## config.mk

```make
export PLATFORM = sky130hd
export DESIGN_NAME = indirect_prefetcher_flat
export DESIGN_NICKNAME = d
export VERILOG_FILES = /design/src/rtl/indirect_prefetcher_if.sv /design/src/rtl/indirect_prefetcher.sv /design/src/flat_wrapper.sv
export SDC_FILE = /design/constraint.sdc
export NUM_CORES = 2
export LEC_CHECK = 0
export BUFFER_PORTS_ARGS = -buffer_cell sky130_fd_sc_hd__buf_2
export CAP_MARGIN = 20
export CORE_MARGIN = 3
export CORE_UTILIZATION = 35
export DETAILED_ROUTE_END_ITERATION = 10
export GPL_TIMING_DRIVEN = 0
export SLEW_MARGIN = 20
export SYNTH_ARGS = -nofsm -noshare
export SYNTH_HDL_FRONTEND = slang
export SYNTH_SLANG_ARGS = --single-unit
```

## constraint.sdc

```tcl
create_clock -name clk -period 32 [get_ports clk]
set_input_delay 6.4 -clock clk [delete_from_list [all_inputs] [get_ports clk]]
set_output_delay 6.4 -clock clk [all_outputs]
set_load 0.01 [all_outputs]
```

## src/rtl/indirect_prefetcher_if.sv

```systemverilog
// Cache read port and store-buffer write port of the indirect prefetcher, NPORT lanes wide.
interface indirect_prefetcher_if #(
    parameter int DW    = 32,
    parameter int AW    = 32,
    parameter int NPORT = 2
);
    logic                          cache_data_req;
    logic [NPORT-1:0][AW-1:0]      cache_r_addr;
    logic [NPORT-1:0]              cache_lane_en;
    logic                          wait_cache;
    logic                          cache_data_ready;
    logic [NPORT-1:0][DW-1:0]      cache_data_i;
    logic [NPORT-1:0]              strBufWren;
    logic [NPORT-1:0][AW-1:0]      w_addr_o;
    logic [NPORT-1:0][DW-1:0]      w_data_o;
    logic                          wait_strBuf;

    modport master (
        output cache_data_req, cache_r_addr, cache_lane_en,
        input  wait_cache, cache_data_ready, cache_data_i,
        output strBufWren, w_addr_o, w_data_o,
        input  wait_strBuf
    );

    modport slave (
        input  cache_data_req, cache_r_addr, cache_lane_en,
        output wait_cache, cache_data_ready, cache_data_i,
        input  strBufWren, w_addr_o, w_data_o,
        output wait_strBuf
    );
endinterface

```

## src/rtl/indirect_prefetcher.sv

```systemverilog
// Gather out[i] = val[idx[i]] in NPORT-wide batches. Optional index bounds check
// is enabled with the PREFETCH_BOUNDS_CHECK_EN macro.
module indirect_prefetcher_lane #(
    parameter int DW   = 32,
    parameter int AW   = 32,
    parameter int LANE = 0
) (
    input  logic          clk,
    input  logic          reset,
    input  logic [AW:0]   elem_base,
    input  logic [AW-1:0] count,
    input  logic [AW-1:0] idx_base,
    input  logic [AW-1:0] val_base,
    input  logic [AW-1:0] out_base,
    input  logic [2:0]    shift,
    input  logic [DW-1:0] limit,
    input  logic          idx_ld,
    input  logic          val_ld,
    input  logic [DW-1:0] rd_data,
    output logic          en,
    output logic          oob,
    output logic [AW-1:0] idx_addr,
    output logic [AW-1:0] val_addr,
    output logic [AW-1:0] wr_addr,
    output logic [DW-1:0] wr_data
);
    logic [DW-1:0] idx_q, val_q, idx_nxt, val_nxt;
    logic [AW:0]   elem;

    // One extra bit on the element index so i+k never wraps against count
    assign elem     = elem_base + (AW+1)'(LANE);
    assign en       = elem < {1'b0, count};
    assign idx_nxt  = (idx_ld && en) ? rd_data : idx_q;
    assign val_nxt  = (val_ld && en) ? rd_data : val_q;

`ifdef PREFETCH_BOUNDS_CHECK_EN
    assign oob = en && (idx_nxt >= limit);
`else
    logic unused_limit;
    assign unused_limit = ^limit;
    assign oob          = 1'b0;
`endif

    assign idx_addr = idx_base + AW'(elem << 2);
    assign val_addr = val_base + AW'({{AW{1'b0}}, idx_nxt} << shift);
    assign wr_addr  = out_base + AW'(elem << 2);
    assign wr_data  = oob ? '0 : val_nxt;

    always_ff @(posedge clk or posedge reset) begin
        if (reset) begin
            idx_q <= '0;
            val_q <= '0;
        end else begin
            idx_q <= idx_nxt;
            val_q <= val_nxt;
        end
    end
endmodule

module indirect_prefetcher #(
    parameter int DW    = 32,
    parameter int AW    = 32,
    parameter int NPORT = 2
) (
    input  logic                   clk,
    input  logic                   reset,
    input  logic                   trigger,
    input  logic [AW-1:0]          cfg_idx_base,
    input  logic [AW-1:0]          cfg_val_base,
    input  logic [AW-1:0]          cfg_out_base,
    input  logic [AW-1:0]          cfg_count,
    input  logic [2:0]             cfg_shift,
    input  logic [DW-1:0]          cfg_limit,
    indirect_prefetcher_if.master  bus,
    output logic                   busy,
    output logic                   done,
    output logic [15:0]            err_cnt,
    output logic [3:0]             outState
);
    localparam logic [2:0] S_IDLE     = 3'd0;
    localparam logic [2:0] S_IDX_REQ  = 3'd1;
    localparam logic [2:0] S_IDX_WAIT = 3'd2;
    localparam logic [2:0] S_VAL_REQ  = 3'd3;
    localparam logic [2:0] S_VAL_WAIT = 3'd4;
    localparam logic [2:0] S_WRITE    = 3'd5;
    localparam logic [2:0] S_DONE     = 3'd6;

    logic [2:0]    state, state_nxt;
    logic [AW:0]   elem_i, elem_i_nxt;
    logic [AW-1:0] cnt, ibase, vbase, obase;
    logic [AW-1:0] cnt_nxt, ibase_nxt, vbase_nxt, obase_nxt;
    logic [2:0]    shf, shf_nxt;
    logic [DW-1:0] lim, lim_nxt;
    logic          start, idx_ld, val_ld, wr_go, all_masked;
    logic [16:0]   bad, err_sum;
    logic [15:0]   err_nxt;

    logic [NPORT-1:0]         en, oob, val_en;
    logic [NPORT-1:0][AW-1:0] idx_addr, val_addr, wr_addr;
    logic [NPORT-1:0][DW-1:0] wr_data;

    assign start  = (state == S_IDLE) && trigger;
    assign idx_ld = (state == S_IDX_WAIT) && bus.cache_data_ready;
    assign val_ld = (state == S_VAL_WAIT) && bus.cache_data_ready;
    assign wr_go  = (state == S_WRITE) && !bus.wait_strBuf;

    // Config is captured only on an accepted trigger; lanes see the next-cycle view
    assign cnt_nxt    = start ? cfg_count    : cnt;
    assign ibase_nxt  = start ? cfg_idx_base : ibase;
    assign vbase_nxt  = start ? cfg_val_base : vbase;
    assign obase_nxt  = start ? cfg_out_base : obase;
    assign shf_nxt    = start ? cfg_shift    : shf;
    assign elem_i_nxt = start ? '0 : wr_go ? elem_i + (AW+1)'(NPORT) : elem_i;
`ifdef PREFETCH_BOUNDS_CHECK_EN
    assign lim_nxt    = start ? cfg_limit : lim;
`else
    logic unused_cfg_limit;
    assign unused_cfg_limit = ^cfg_limit;
    assign lim_nxt          = '0;
`endif

    for (genvar k = 0; k < NPORT; k++) begin : g_lane
        indirect_prefetcher_lane #(.DW(DW), .AW(AW), .LANE(k)) u_lane (
            .clk      (clk),
            .reset    (reset),
            .elem_base(elem_i_nxt),
            .count    (cnt_nxt),
            .idx_base (ibase_nxt),
            .val_base (vbase_nxt),
            .out_base (obase_nxt),
            .shift    (shf_nxt),
            .limit    (lim_nxt),
            .idx_ld   (idx_ld),
            .val_ld   (val_ld),
            .rd_data  (bus.cache_data_i[k]),
            .en       (en[k]),
            .oob      (oob[k]),
            .idx_addr (idx_addr[k]),
            .val_addr (val_addr[k]),
            .wr_addr  (wr_addr[k]),
            .wr_data  (wr_data[k])
        );
    end

    assign val_en     = en & ~oob;
    assign all_masked = ~|val_en;

    always_comb begin
        bad = '0;
        for (int k = 0; k < NPORT; k++) bad = bad + 17'(oob[k]);
    end
    assign err_sum = {1'b0, err_cnt} + (idx_ld ? bad : 17'd0);
    assign err_nxt = err_sum[16] ? 16'hFFFF : err_sum[15:0];

    always_comb begin
        state_nxt = state;
        case (state)
            S_IDLE:     if (trigger) state_nxt = (cfg_count != '0) ? S_IDX_REQ : S_DONE;
            S_IDX_REQ:  if (!bus.wait_cache) state_nxt = S_IDX_WAIT;
            S_IDX_WAIT: if (bus.cache_data_ready) state_nxt = all_masked ? S_WRITE : S_VAL_REQ;
            S_VAL_REQ:  if (!bus.wait_cache) state_nxt = S_VAL_WAIT;
            S_VAL_WAIT: if (bus.cache_data_ready) state_nxt = S_WRITE;
            S_WRITE:    if (wr_go) state_nxt = (elem_i_nxt < {1'b0, cnt}) ? S_IDX_REQ : S_DONE;
            S_DONE:     state_nxt = S_IDLE;
            default:    state_nxt = S_IDLE;
        endcase
    end

    assign outState = {1'b0, state};

    // Outputs are registered off the next-state view so they line up with state
    always_ff @(posedge clk or posedge reset) begin
        if (reset) begin
            state              <= S_IDLE;
            elem_i             <= '0;
            cnt                <= '0;
            ibase              <= '0;
            vbase              <= '0;
            obase              <= '0;
            shf                <= '0;
            lim                <= '0;
            err_cnt            <= '0;
            busy               <= 1'b0;
            done               <= 1'b0;
            bus.cache_data_req <= 1'b0;
            bus.cache_lane_en  <= '0;
            bus.cache_r_addr   <= '0;
            bus.strBufWren     <= '0;
            bus.w_addr_o       <= '0;
            bus.w_data_o       <= '0;
        end else begin
            state              <= state_nxt;
            elem_i             <= elem_i_nxt;
            cnt                <= cnt_nxt;
            ibase              <= ibase_nxt;
            vbase              <= vbase_nxt;
            obase              <= obase_nxt;
            shf                <= shf_nxt;
            lim                <= lim_nxt;
            err_cnt            <= err_nxt;
            busy               <= state_nxt != S_IDLE;
            done               <= state_nxt == S_DONE;
            bus.cache_data_req <= (state_nxt == S_IDX_REQ) || (state_nxt == S_VAL_REQ);
            bus.cache_lane_en  <= (state_nxt == S_IDX_REQ) ? en :
                                  (state_nxt == S_VAL_REQ) ? val_en : '0;
            bus.strBufWren     <= (state_nxt == S_WRITE) ? en : '0;
            for (int k = 0; k < NPORT; k++) begin
                bus.cache_r_addr[k] <= (state_nxt == S_IDX_REQ && en[k])     ? idx_addr[k] :
                                       (state_nxt == S_VAL_REQ && val_en[k]) ? val_addr[k] : '0;
                bus.w_addr_o[k]     <= (state_nxt == S_WRITE && en[k]) ? wr_addr[k] : '0;
                bus.w_data_o[k]     <= (state_nxt == S_WRITE && en[k]) ? wr_data[k] : '0;
            end
        end
    end
endmodule

```

## src/flat_wrapper.sv

```systemverilog
// flat-port wrapper written by rule: the top's interface ports become plain ports
module indirect_prefetcher_flat 
#(
    parameter int DW    = 32,
    parameter int AW    = 32,
    parameter int NPORT = 2
)
  (clk, reset, trigger, cfg_idx_base, cfg_val_base, cfg_out_base, cfg_count, cfg_shift, cfg_limit, busy, done, err_cnt, outState, bus_cache_data_req, bus_cache_r_addr, bus_cache_lane_en, bus_wait_cache, bus_cache_data_ready, bus_cache_data_i, bus_strBufWren, bus_w_addr_o, bus_w_data_o, bus_wait_strBuf);
  indirect_prefetcher_if #(.DW(DW), .AW(AW), .NPORT(NPORT)) bus_i ();
  input  logic clk;
  input  logic reset;
  input  logic trigger;
  input  logic [AW-1:0] cfg_idx_base;
  input  logic [AW-1:0] cfg_val_base;
  input  logic [AW-1:0] cfg_out_base;
  input  logic [AW-1:0] cfg_count;
  input  logic [2:0] cfg_shift;
  input  logic [DW-1:0] cfg_limit;
  output logic busy;
  output logic done;
  output logic [15:0] err_cnt;
  output logic [3:0] outState;
  output wire logic [$bits(bus_i.cache_data_req)-1:0] bus_cache_data_req;
  output wire logic [$bits(bus_i.cache_r_addr)-1:0] bus_cache_r_addr;
  output wire logic [$bits(bus_i.cache_lane_en)-1:0] bus_cache_lane_en;
  input wire logic [$bits(bus_i.wait_cache)-1:0] bus_wait_cache;
  input wire logic [$bits(bus_i.cache_data_ready)-1:0] bus_cache_data_ready;
  input wire logic [$bits(bus_i.cache_data_i)-1:0] bus_cache_data_i;
  output wire logic [$bits(bus_i.strBufWren)-1:0] bus_strBufWren;
  output wire logic [$bits(bus_i.w_addr_o)-1:0] bus_w_addr_o;
  output wire logic [$bits(bus_i.w_data_o)-1:0] bus_w_data_o;
  input wire logic [$bits(bus_i.wait_strBuf)-1:0] bus_wait_strBuf;
  assign bus_cache_data_req = bus_i.cache_data_req;
  assign bus_cache_r_addr = bus_i.cache_r_addr;
  assign bus_cache_lane_en = bus_i.cache_lane_en;
  assign bus_i.wait_cache = bus_wait_cache;
  assign bus_i.cache_data_ready = bus_cache_data_ready;
  assign bus_i.cache_data_i = bus_cache_data_i;
  assign bus_strBufWren = bus_i.strBufWren;
  assign bus_w_addr_o = bus_i.w_addr_o;
  assign bus_w_data_o = bus_i.w_data_o;
  assign bus_i.wait_strBuf = bus_wait_strBuf;
  indirect_prefetcher #(.DW(DW), .AW(AW), .NPORT(NPORT)) u_core (.clk(clk), .reset(reset), .trigger(trigger), .cfg_idx_base(cfg_idx_base), .cfg_val_base(cfg_val_base), .cfg_out_base(cfg_out_base), .cfg_count(cfg_count), .cfg_shift(cfg_shift), .cfg_limit(cfg_limit), .bus(bus_i), .busy(busy), .done(done), .err_cnt(err_cnt), .outState(outState));
endmodule
```

## Word level (Yosys, flattened, before mapping)

Index checks and enable logic that the tools add are counted.

- $add $sub $neg: 8
- Order comparisons: 3
- Equal/unequal tests: 9
- Shifts and indexed selects: 2
- Mux-type cells: 32
- Reductions and logical operators: 20

Operator list:

| operator | count |
|---|---|
| $mux 32 | 16 |
| $add 32x32->32 | 6 |
| $lt 33x32->1 | 3 |
| $mux 33 | 2 |
| $shl 32x3->32 | 2 |
| $add 33x1->33 const B | 1 |
| $add 33x2->33 const B | 1 |
| $reduce_bool 32->1 | 1 |
| $mux 3 | 10 |
| $pmux 3 s6 | 1 |
| $logic_and 1x1->1 | 14 |
| $eq 3x3->1 const B | 4 |
| $eq 3x2->1 const B | 3 |
| $eq 3x1->1 const B | 2 |
| $mux 2 | 3 |
| $logic_not 3->1 | 1 |
| $reduce_bool 3->1 | 1 |
| $reduce_or 2->1 | 1 |
| $logic_not 1->1 | 1 |
| $logic_or 1x1->1 | 1 |

- Flip-flop bits (word level): 510
- Bits of input ports: 233
- Logic and storage cells: 97

## Logic depth before layout (Yosys ltp)

- Depth after elaboration: 14
- Mapped depth: 44
- Gate-level depth less buffers: 38

## Hierarchy

Synthesis repeated with hierarchy kept, for this count alone.

- Cell total of the unflattened synthesis: 3551
- Area, all modules: 33498.4 µm²

By module, submodules not included:

| module | instances | cells an instance | area an instance (µm²) |
|---|---|---|---|
| indirect_prefetcher | 1 | 1507 | 15907.8 |
| indirect_prefetcher_lane at u_core.g_lane[1].u_lane | 1 | 1056 | 9031.2 |
| indirect_prefetcher_lane at u_core.g_lane[0].u_lane | 1 | 988 | 8559.5 |

## Least setup slack after synthesis

OpenSTA, ideal clock, no wires.

- Kind: input port to flip-flop
- From: in trigger
- To: reg u_core.bus.cache_r_addr[63]
- Setup time: 0.081 ns
- Data arrival time: 15.497 ns
- Slack: 16.422 ns
- Stages: 43
- Cells stage by stage: nor4b_1 clkbuf_1 clkbuf_1 buf_1 clkbuf_1 clkbuf_1 nor2_1 ha_1 o2111a_1 o2111ai_1 or3_1 or3_1 xnor2_1 ha_1 a21oi_1 nor2b_1 o21ai_0 nand2b_1 (+7 left out) mux2i_1 mux2i_1 mux2_2 mux2_2 ha_1 or3_1 a211oi_1 o21ai_0 o21ai_0 a21oi_1 nor4_1 o21bai_1 a41oi_1 o21ai_0 o41ai_1 nand3_1 o32a_1 o211ai_2

- Word-level cells in the longest chain between the ends: 12
- Elaborated cells between the ends (all ways): 28
- Classes of those cells: add/sub: 3; order compare: 3; eq/ne: 2; shift: 1; mux: 14; reduce/logical: 5

RTL lines:

| element | line | RTL |
|---|---|---|
| start, declared | flat_wrapper.sv:12 | `input logic trigger;` |
| $logic_and 1x1->1 * | indirect_prefetcher.sv:102 | `assign start = (state == S_IDLE) && trigger;` |
| $mux 33 * | indirect_prefetcher.sv:113 | `assign elem_i_nxt = start ? '0 : wr_go ? elem_i + (AW+1)'(NPORT) : elem_i;` |
| named net u_core.elem_i_nxt[1] | indirect_prefetcher.sv:89 | `logic [AW:0] elem_i, elem_i_nxt;` |
| branches (longest 9 deep; another with $add 33x1->33) | -- |  |
| $mux 32 * | indirect_prefetcher.sv:208 | `bus.cache_r_addr[k] <= (state_nxt == S_IDX_REQ && en[k]) ? idx_addr[k] :` |
| end signal, assigned by index | indirect_prefetcher.sv:208 |  |
| end, declared | indirect_prefetcher_if.sv:19 | `output cache_data_req, cache_r_addr, cache_lane_en,` |

Mark *: on every way through the listed nets, which the timed path passes.

## Worst setup path after layout

Same ends and word-level chain as after synthesis.

==> metrics <==
status=complete, no violations; syn_area_per_cell=9.169 um^2; fin. max-slew vios=0; die width=308.3 um; CTS H-tree depth=2; Core Area=90290 um^2; initial antenna violation count=26; number of global-route vias before repair=26530; CP endpoint kind=register; Setup crit start kind=primary input; worst-margin pin slew=1.210 ns; port bufs=about 400; Final Hold Fails=0; Cells after Synth=about 3500; Leak=between 15 and 20 nW; post-cts sizing count=0; number of buffers created by CTS=58; DR pass1 iterations=5; Area Overhead vs Synth=18.14%; Routed wire per std cell=22.79 um; Initial Utilization=a little over a third; GP Congestion=0.9207; sequential area share after synthesis=38.64%; RSZ-0062 raised after global routing=false; Hold Crit Class=register to register; most frequent cell after synthesis=nand2_1; relative slew slack=19.34%; ys async rst share=100.0%; number of distinct library cells after synthesis=95; Iteration-0 DRC Markers=roughly 2600; Max IR drop VDD=approximately 0.000064 V; Clock Latency Late Sink=0.65 ns; CTS max path bufs=3; worst r2r dst=u_core.bus.cache_r_addr[63]$_DFF_PP0_; most used cell, CP=o21ai_0; CTS Sinks=494; top cell family by delay on the critical path=compound AO/OA/AOI/OAI gates; Die ar.=95070 um^2; Final Cycle Share=around 62%; via/cell ratio=5.384; number of flops mapped to enable cells by yosys=0; Final #Nets=approximately 4500; FF+latch count, synth=494; Area after DPL=about 36000 um^2; # DRC=0; layout cell share with drive strength beyond 1=18.08%; Max Cap Viol=0; Warnings, synthesis=0; top-area cell type share of the netlist area=38.64%; required time worst endpoint=32.55 ns; clock root cell=clkbuf_16; Critical Path End=u_core.bus.cache_r_addr[63]$_DFF_PP0_; WP data arrival=20.34 ns; Max Fanout on Critical Path=10; first-pass GRT wire length=between 150000 and 200000 um; Final ANT Viol Nets=0; r2r setup slk=17.40 ns; final WL=118600 um; critical path depth=42; Post-CTS Setup Bufs=0; total vias in the final route=28030; Clock transition at path regs=0.06 ns; hold_buf cts=0; cell area after synthesis=about 32000 um^2; number of placed I/O pins=452; synth top area cells=dfrtp_1, ha_1, nand2_1; PD cells=122.0 nW/um^2; Overall Global Routing Usage=24.26%; global route overflow=0; TritonCTS clock tree=built; depth of the most critical reg-to-reg path=42; slowest cell on the critical path=clkbuf_1; Max stage delay on crit path=0.80 ns; largest net degree at the start of global routing=109; number of buffers and inverters on the critical path=7; setup_tns=0 ns; Setup Viol. Count Final=0; fill count=9035; most common library cells after synthesis=nand2_1, dfrtp_1, nor2_1; clock period minus worst slack=19.79 ns; Site Rows=110; start point of the critical path=trigger; Chip Height=308.3 um; clk_skew=0.01752 ns; Synth Flop Type=dfrtp_1; WS Path Type=primary input to register; Reg-to-Reg Start=u_core.state[2]$_DFF_PP0_; post-route cell area=37790 um^2; Post-DP HPWL=93800 um; Achievable Freq=50.52 MHz; Synth area leader=dfrtp_1
==> metrics by stage <==
| step | hold WS [ns] | instances | total power, W | setup WS (ns) | util (%) |
|---|---|---|---|---|---|
| CTS | 0.4853 | 5196 | 0.004564 | 12.34 | 41.81 |
| finish | 0.4898 | 5206 | 0.004610 | 12.21 | 41.86 |
| floorplan | 0.4416 | 3505 | 0.002922 | 11.81 | - |
| detailed placement | 0.4710 | 5090 | 0.003825 | 11.72 | 39.58 |
| global route | 0.5014 | 5200 | 0.004917 | 11.53 | 41.84 |
| global placement | 0.4580 | 5083 | 0.003810 | 5.633 | 39.36 |
==> worst min-delay path by stage <==
stage	end	cells after the start	startpoint
after floorplan	u_core.ibase[0]$_DFF_PP0_	2	u_core.ibase[0]$_DFF_PP0_
after global placement	u_core.ibase[1]$_DFF_PP0_	2	u_core.ibase[1]$_DFF_PP0_
after detailed placement	u_core.ibase[0]$_DFF_PP0_	2	u_core.ibase[0]$_DFF_PP0_
after CTS	u_core.ibase[0]$_DFF_PP0_	2	u_core.ibase[0]$_DFF_PP0_
after global routing	u_core.g_lane[0].u_lane.val_q[0]$_DFF_PP0_	1	u_core.g_lane[0].u_lane.val_q[0]$_DFF_PP0_
final	u_core.g_lane[0].u_lane.val_q[7]$_DFF_PP0_	1	u_core.g_lane[0].u_lane.val_q[7]$_DFF_PP0_
==> worst reg2reg max path, delay by kind of cell (launching register included) <==
family	cells	cell delay [ns]
XOR/XNOR	1	0.49
flip-flops	1	0.41
adder cells (fa/ha/maj)	3	1.10
AND/OR/NAND/NOR	10	2.57
buffers and inverters	7	3.99
multiplexers	4	1.63
AO/OA/AOI/OAI	17	4.31
==> flip-flops by register name (all words and copies together) (netlist names), 3 cells and up <==
register	flops
u_core.obase	32
u_core.state	3
u_core.cnt	32
u_core.bus.w_addr_o	64
u_core.ibase	32
u_core.vbase	32
u_core.bus.w_data_o	64
u_core.g_lane.u_lane.idx_q	64
u_core.elem_i	33
u_core.g_lane.u_lane.val_q	64
u_core.shf	3
u_core.bus.cache_r_addr	64
==> cell type report <==
type,count,area (um^2),share of cell area (%)
sequential,494,12360,32.71
antenna,8,20.02,0.05297
clock inverter,31,419.2,1.109
timing repair buffer,411,2188,5.790
multi-input combinational,2699,18410,48.72
tap,1176,1471,3.893
inverter,172,653.1,1.728
buffer,140,670.6,1.774
clock buffer,75,1597,4.224
==> report_power, final <==
group          internal [W]  leakage (nW)  switching (W)
Combinational       0.00108          12.1        0.00192
Clock              0.000418         0.960       0.000292
Sequential         0.000838          6.41      0.0000595
==> cells in the final DEF (no fill, tap or decap), types with 14 or more instances in the layout <==
cell,count
nand2_1,517
dfrtp_1,494
buf_2,422
nor2_1,294
ha_1,270
a21oi_1,206
inv_1,168
mux2_2,126
xnor2_1,125
mux2i_1,125
o21ai_0,104
clkbuf_1,86
nand3_1,79
a21o_1,68
xor2_1,68
nor3_1,65
and2_1,60
clkbuf_16,59
and3_1,54
nand2b_1,43
o21a_1,41
a31oi_1,39
a211oi_1,37
nor2b_1,31
or3_1,31
nor4_1,29
nand4_1,25
buf_4,19
o211ai_1,18
conb_1,17
o2111ai_1,16
o31ai_1,14
buf_1,14
==> metal layers <==
layer	part of all wire (%)	track usage, %
met1	45	34.83
met2	45	37.89
met3	7.5	3.797
met4	2.8	6.696
met5	0.035	0
==> cells by family (layout without fill, tap and decap cells) <==
logic type | count (synthesis) | count (layout) | synth area share, %
XOR/XNOR | 194 | 194 | 5.354
multiplexers | 252 | 252 | 8.393
buffers and inverters | 312 | 829 | 4.087
flip-flops | 494 | 494 | 38.64
other | 1 | 25 | 0.01172
AO/OA/AOI/OAI | 658 | 658 | 13.43
AND/OR/NAND/NOR | 1301 | 1301 | 19.12
adder cells (fa/ha/maj) | 277 | 277 | 10.97
(Power assumes the default switching activity.)
